File: src/rtl/instr_fetch_unit.sv
// rtl/instr_fetch_unit.sv - multi-cycle instruction fetch stage on an Avalon-MM read port
module instr_fetch_unit #(
    parameter int BYTE_SWAP = 1,
    parameter int COUNT_W   = 32
) (
    input  logic               clk,
    input  logic               rst,
    input  logic [31:0]        pc_in,
    input  logic               fetch_req,
    input  logic               active_in,
    output logic [31:0]        avm_address,
    output logic               avm_read,
    output logic [3:0]         avm_byteenable,
    input  logic               avm_waitrequest,
    input  logic [31:0]        avm_readdata,
    output logic               stall,
    output logic [31:0]        instr_out,
    output logic               instr_valid,
    output logic [4:0]         rs_idx,
    output logic [4:0]         rt_idx,
    output logic [15:0]        imm16,
    output logic [25:0]        target26,
    output logic               fetch_fault,
    output logic [COUNT_W-1:0] fetch_count
);

    typedef enum logic [1:0] {
        IDLE = 2'd0,
        REQ  = 2'd1,
        HOLD = 2'd2
    } state_t;

    state_t      state;
    state_t      state_next;
    logic        start;
    logic        aligned;
    logic [31:0] read_word;

    assign start   = fetch_req & active_in;
    assign aligned = (pc_in[1:0] == 2'b00);

    // Memory hands back little-endian lanes; reverse them so the IR holds the big-endian word.
    assign read_word = (BYTE_SWAP != 0)
        ? {avm_readdata[7:0], avm_readdata[15:8], avm_readdata[23:16], avm_readdata[31:24]}
        : avm_readdata;

    always_ff @(posedge clk) begin
        if (rst) begin
            state <= IDLE;
        end else begin
            state <= state_next;
        end
    end

    always_comb begin
        state_next = state;
        stall      = 1'b0;
        case (state)
            IDLE: begin
                if (start) begin
                    stall      = 1'b1;
                    state_next = aligned ? REQ : HOLD;
                end
            end
            REQ: begin
                if (avm_waitrequest) begin
                    stall = 1'b1;
                end else begin
                    state_next = HOLD;
                end
            end
            HOLD: begin
                if (!fetch_req) begin
                    state_next = IDLE;
                end
            end
            default: state_next = IDLE;
        endcase
    end

    always_ff @(posedge clk) begin
        if (rst) begin
            avm_address <= 32'd0;
            avm_read    <= 1'b0;
            instr_out   <= 32'd0;
            instr_valid <= 1'b0;
            fetch_fault <= 1'b0;
            fetch_count <= '0;
        end else begin
            instr_valid <= 1'b0;
            case (state)
                IDLE: begin
                    if (start) begin
                        if (aligned) begin
                            avm_address <= pc_in;
                            avm_read    <= 1'b1;
                        end else begin
                            // Misaligned PC: hand the PC unit a NOP instead of touching the bus.
                            instr_out   <= 32'd0;
                            instr_valid <= 1'b1;
                            fetch_fault <= 1'b1;
                        end
                    end
                end
                REQ: begin
                    if (!avm_waitrequest) begin
                        instr_out   <= read_word;
                        avm_read    <= 1'b0;
                        instr_valid <= 1'b1;
                        fetch_count <= fetch_count + COUNT_W'(1);
                    end
                end
                default: ;
            endcase
        end
    end

    assign avm_byteenable = avm_read ? 4'b1111 : 4'b0000;

    assign rs_idx   = instr_out[25:21];
    assign rt_idx   = instr_out[20:16];
    assign imm16    = instr_out[15:0];
    assign target26 = instr_out[25:0];

endmodule

File: config.mk
export PLATFORM = sky130hd
export DESIGN_NAME = instr_fetch_unit
export DESIGN_NICKNAME = d
export VERILOG_FILES = /design/src/rtl/instr_fetch_unit.sv
export SDC_FILE = /design/constraint.sdc
export NUM_CORES = 1
export LEC_CHECK = 0
export ABC_AREA = 1
export CORE_ASPECT_RATIO = 0.6
export CORE_UTILIZATION = 45
export CTS_BUF_LIST = sky130_fd_sc_hd__clkbuf_16
export DETAILED_ROUTE_END_ITERATION = 10
export PLACE_DENSITY = 0.93
export SYNTH_ARGS = -nofsm -noshare
export SYNTH_HDL_FRONTEND = slang
export SYNTH_SLANG_ARGS = --single-unit
File: constraint.sdc
create_clock -name clk -period 2.2 [get_ports clk]
set_clock_uncertainty 0.05 [all_clocks]
set_input_delay 0.55 -clock clk [delete_from_list [all_inputs] [get_ports clk]]
set_output_delay 0.55 -clock clk [all_outputs]
set_load 0.02 [all_outputs]
==> Word level (Yosys, flattened, before mapping) <==
Index checks and enable logic that the tools add are counted.
{ "totals": {"regBits": 101, "input_bits": 69, "output_inout_bits": 156, "wordCells": 48} }
{ "op_classes": {"add_sub_neg": 1, "n_eq_ne": 7, "mux": 21, "bitwise": 3, "n_reduce_logical": 9} }
{ "ops": {"columns": ["op", "count"], "rows": [
  ["$mux W32", 3],
  ["$pmux W32 S2", 1],
  ["$add A32 B1 Y32 const B", 1],
  ["$ne A2 B2 Y1 const B", 5],
  ["$reduce_and A3 Y1", 3],
  ["$mux W1", 8],
  ["$mux W2", 4],
  ["$reduce_and A4 Y1", 2],
  ["$pmux W1 S2", 3],
  ["$pmux W2 S3", 1],
  ["$logic_not A2 Y1", 2],
  ["$mux W4", 1],
  ["$eq A2 B1 Y1 const B", 1],
  ["$eq A2 B2 Y1 const B", 1],
  ["$not A1 Y1", 2],
  ["$reduce_and A2 Y1", 1],
  ["$reduce_bool A2 Y1", 1],
  ["$and A1 B1 Y1", 1]
]} }

==> Depth between registers and ports, before layout <==
{ "logic_depth": {"ltp_word": 4, "ltp_mapped": 10, "ltp_nobuf": 10} }

==> Worst setup path after synthesis <==
No wires, ideal clock.
{ "synth_path": {"kind": "input-to-reg", "from": "input pc_in[0]", "to": "register avm_address[11]", "setup_time_ns": 0.118, "arrival_time_ns": 1.455, "required_time_ns": 2.032, "slack_ns": 0.578, "cell_stages": 6, "path_buffers": 2, "cell_sequence": "or2_1 -> or2_1 -> buf_6 -> buf_6 -> o21ai_1 -> a21oi_2"} }
{ "synth_via": {"elab_chain_cells": 2} }
{ "synth_rtl": {"columns": ["element", "line_no", "text"], "rows": [
  ["from (decl)", "8", "input logic [31:0] pc_in,"],
  ["$logic_not A2 Y1", "40", "assign aligned = (pc_in[1:0] == 2'b00);"],
  ["$reduce_and A3 Y1 (no source line)", null, null],
  ["to (signal assigned)", "95", "avm_address <= pc_in;"],
  ["to (decl)", "11", "output logic [31:0] avm_address,"]
]} }
Every way passes these cells.
A chain may end at the register's enable or synchronous reset.

==> Worst setup path in the final report <==
{ "layout_path": {"from": "input fetch_req", "to": "output stall"} }
{ "layout_via": {"elab_chain_cells": 3} }
{ "layout_rtl": {"columns": ["element", "line_no", "text"], "rows": [
  ["from (decl)", "9", "input logic fetch_req,"],
  ["$and A1 B1 Y1", "39", "assign start = fetch_req & active_in;"],
  ["$mux W1", "60", "if (start) begin"],
  ["$pmux W1 S2", "58", "case (state)"],
  ["to (decl)", "16", "output logic stall,"]
]} }
Every way passes these cells.

==> out/metrics.yaml <==
setup_path:
  crit_fanout: 2
  crit_type: "primary input to output pin"
  crit_required_ps: 1600
  worstPathArrival_ps: 1520
  start_kind: "primary input"
  cp-end-kind: "output pin"
  worstPathCellList: "clkdlybuf4s50_1 > nand2_2 > nor2_4 > inv_2 > nand2_1 > buf_2"
  max_stage_delay_ps: 500
  startpoint: "fetch_req"
  crit_family: "buffers and inverters"
  cpMaxStageDelayCell: "clkdlybuf4s50_1"
  reg2reg_from: "fetch_count[0]"
  critPathBufInv: 3
synthesis:
  synth-seq-area-share: 0.422
  synthCells: 654
  ys_ff_latch: 101
  synth_top_area_frac: 0.422
  postSynthAreaPerCell_um2: 7.33
  ys_types: 30
  netlist_area_um2: 4790
  synthMuxAreaShare: 0
  synth_edf_count: 0
  synth_top_family_by_area: "simple AND/OR/NAND/NOR gates"
  async_flop_share: 0
  ys_warn_count: 0
  synthTopCellsByArea: "dfxtp_1 (42%), nand2_1 (11%), buf_4 (8.8%)"
  synthAdderAreaFrac: 0.00261
  synth_top_cells_by_count: "nand2_1 (138), dfxtp_1 (101), inv_1 (75)"
  synthSimpleGateAreaFrac: 0.236
  yosysMostFrequentCell: "nand2_1"
  yosysTopAreaCell: "dfxtp_1"
  synthFlopType: "dfxtp_1"
  synth-compound-area-share: 0.151
  synth_xor_area_frac: 0.00366
  synth_nets: 724
timing:
  rsz0062_at_grt: "no"
  tightest_slew_ps: 298
  max_freq_mhz: 472
  timing.final.crit_share: 0.963
  slew_headroom: 0.800
  final-hold-violation-count: 0
  maxSlewViolCount: 0
  setup_viol: 0
  period_needed_ps: 2120
cts:
  cts_sinks: 101
  cts_htree_levels: 3
  clk-insertion-delay-late_ps: 330
  root_buffer: "clkbuf_16"
  cts-buffers-inserted: 9
  cts_buffer_depth: 2
  cts_setup_buffers: 0
  clk_pin_slew_worst_paths_ps: 70
  cts-hold-fix-buffers: 0
  tritoncts: "done"
routing:
  drtAntennaViolNets: 0
  vias: 4719
  dr.pass1.iters: 6
  drt-initial-drc-count: 340
  vias_per_cell: 4.90
  wl_mm: 13.6
  post_drt_wl_per_cell_um: 14.2
  route.detailed.drc: 0
pwr:
  power_w: 0.00376
  pwr-share-seq: 0.498
  comb_power_share: 0.108
  p_per_area_nw_per_um2: 533
  p_sw_w: 0.000915
  p_int_w: 0.00285
  p_leak_nw: 2.54
  sw_frac_of_total: 0.243
  peakVddDrop_mv: 0.447
  pwr-share-clk: 0.393
floorplanning:
  die_height_um: 81.9
  dieArea_um2: 11100
  rows: 28
  io_pins: 225
  core_area_um2: 10100
  initial_utilization: 0.475
  die_w_um: 135
global_routing:
  grt_pass1_vias: 4184
  grt.overflow.total: 0
  grt_usage: 0.241
  grt_pass1_wl_mm: 20.7
  antenna_found_initial: 0
  grt_max_degree: 35
place:
  portBuffers: 224
  gp_congestion: 0.873
  dp_hpwl_mm: 10.4
  placed_area_um2: 6790
cells_and_area:
  stdcell_area_um2: 7060
  drive_gt1_frac: 0.100
  antenna_cells: 0
  syn2layout_area_growth_pct: 47.4
  fin_nets: 894
run:
  drv_cap: 0
outcome:
  outcome: "finished clean"
worst_hold_path:
  hold_class: "register to register"
  min-delay-start: "avm_address[28]"
==> sequential cells by signal (all words and copies together) (netlist names) <==
name and flops:
fetch_count 32, fetch_fault 1, instr_out 32, avm_address 32
state 2, instr_valid 1, avm_read 1
==> worst reg2reg max path: stages (launching register included) <==
cell     delay (ps)
dfxtp_1         420
ha_1            230
nand3_1         110
inv_1           100
nand2_1         140
nor2_1          250
nand3_1         110
o21ai_0         110
nor2_1           60
==> power by group through the flow <==
stage               Sequential [W]  Combinational [W]  Clock (W)
CTS                        0.00187           0.000409    0.00152
global route               0.00188           0.000438    0.00161
floorplan                  0.00195           0.000153          0
detailed placement         0.00192           0.000408          0
finish                     0.00187           0.000408    0.00148
global placement           0.00191           0.000402          0
==> per-layer routing <==
| metal | global-route usage | wire length, µm | share of wire | up-vias |
|---|---|---|---|---|
| li1 | - | - | - | 2345 |
| met4 | 0.0742 | 174 | 0.013 | 0 |
| met2 | 0.402 | 6310 | 0.46 | 196 |
| met3 | 0.0802 | 1240 | 0.091 | 14 |
| met5 | 0 | 0 | 0 | - |
| met1 | 0.297 | 5920 | 0.43 | 2164 |
==> metrics by stage <==
step	std cells	setup WS, ps	hold slack, ps	utilization	setup TNS (ps)
3_3_place_gp	948	-386	383	0.673	-493
2_1_floorplan	654	578	433	-	0
4_1_cts	964	33.7	397	0.700	0
5_1_grt	964	31.8	410	0.700	0
3_5_place_dp	948	-415	387	0.673	-1480
6_report	964	81.0	395	0.700	0
==> worst paths after layout <==
| kind | endpoint | slack, ps | cells after the start |
|---|---|---|---|
| max | stall | 80 | 6 |
| min | avm_address[28] | 390 | 2 |
| max reg2reg | fetch_count[12] | 520 | 8 |
| min reg2reg | avm_address[28] | 390 | 2 |
==> placed cells by master, fill, tap and decap left out, drive strengths merged <==
cell type	count
dfxtp	101
inv	84
and3	1
nand4	9
nand2	142
o21a	1
o21bai	1
nand3	34
o21ai	42
clkbuf	9
xor2	2
a21oi	78
clkinv	6
nor3	4
ha	1
nor3b	2
buf	17
nor2	71
clkdlybuf4s50	222
or2	2
==> logic make-up (layout without fill, tap and decap cells) <==
group	after synthesis	count (layout)
and+or+nand+nor	265	265
AOI/OAI and AO/OA	122	122
adders and majority gates	1	1
DFF	101	101
xor gates and xnor gates	2	2
buffers and inverters	163	338
==> what timing repair did <==
action,in CTS,in global routing
hold endpoints to repair,0,0
resized for setup,4,1
setup endpoints to repair,1,1
==> final cells by class <==
| type | instances | area [µm²] |
|---|---|---|
| Tap cell | 135 | 169 |
| Timing Repair Buffer | 239 | 2390 |
| Fill cell | 834 | 3030 |
| Inverter | 83 | 312 |
| Multi-Input combinational cell | 390 | 1890 |
| Sequential cell | 101 | 2020 |
| Clock inverter | 7 | 50.0 |
| Clock buffer | 9 | 225 |
Note: power is estimated with default switching activity, not from simulation.
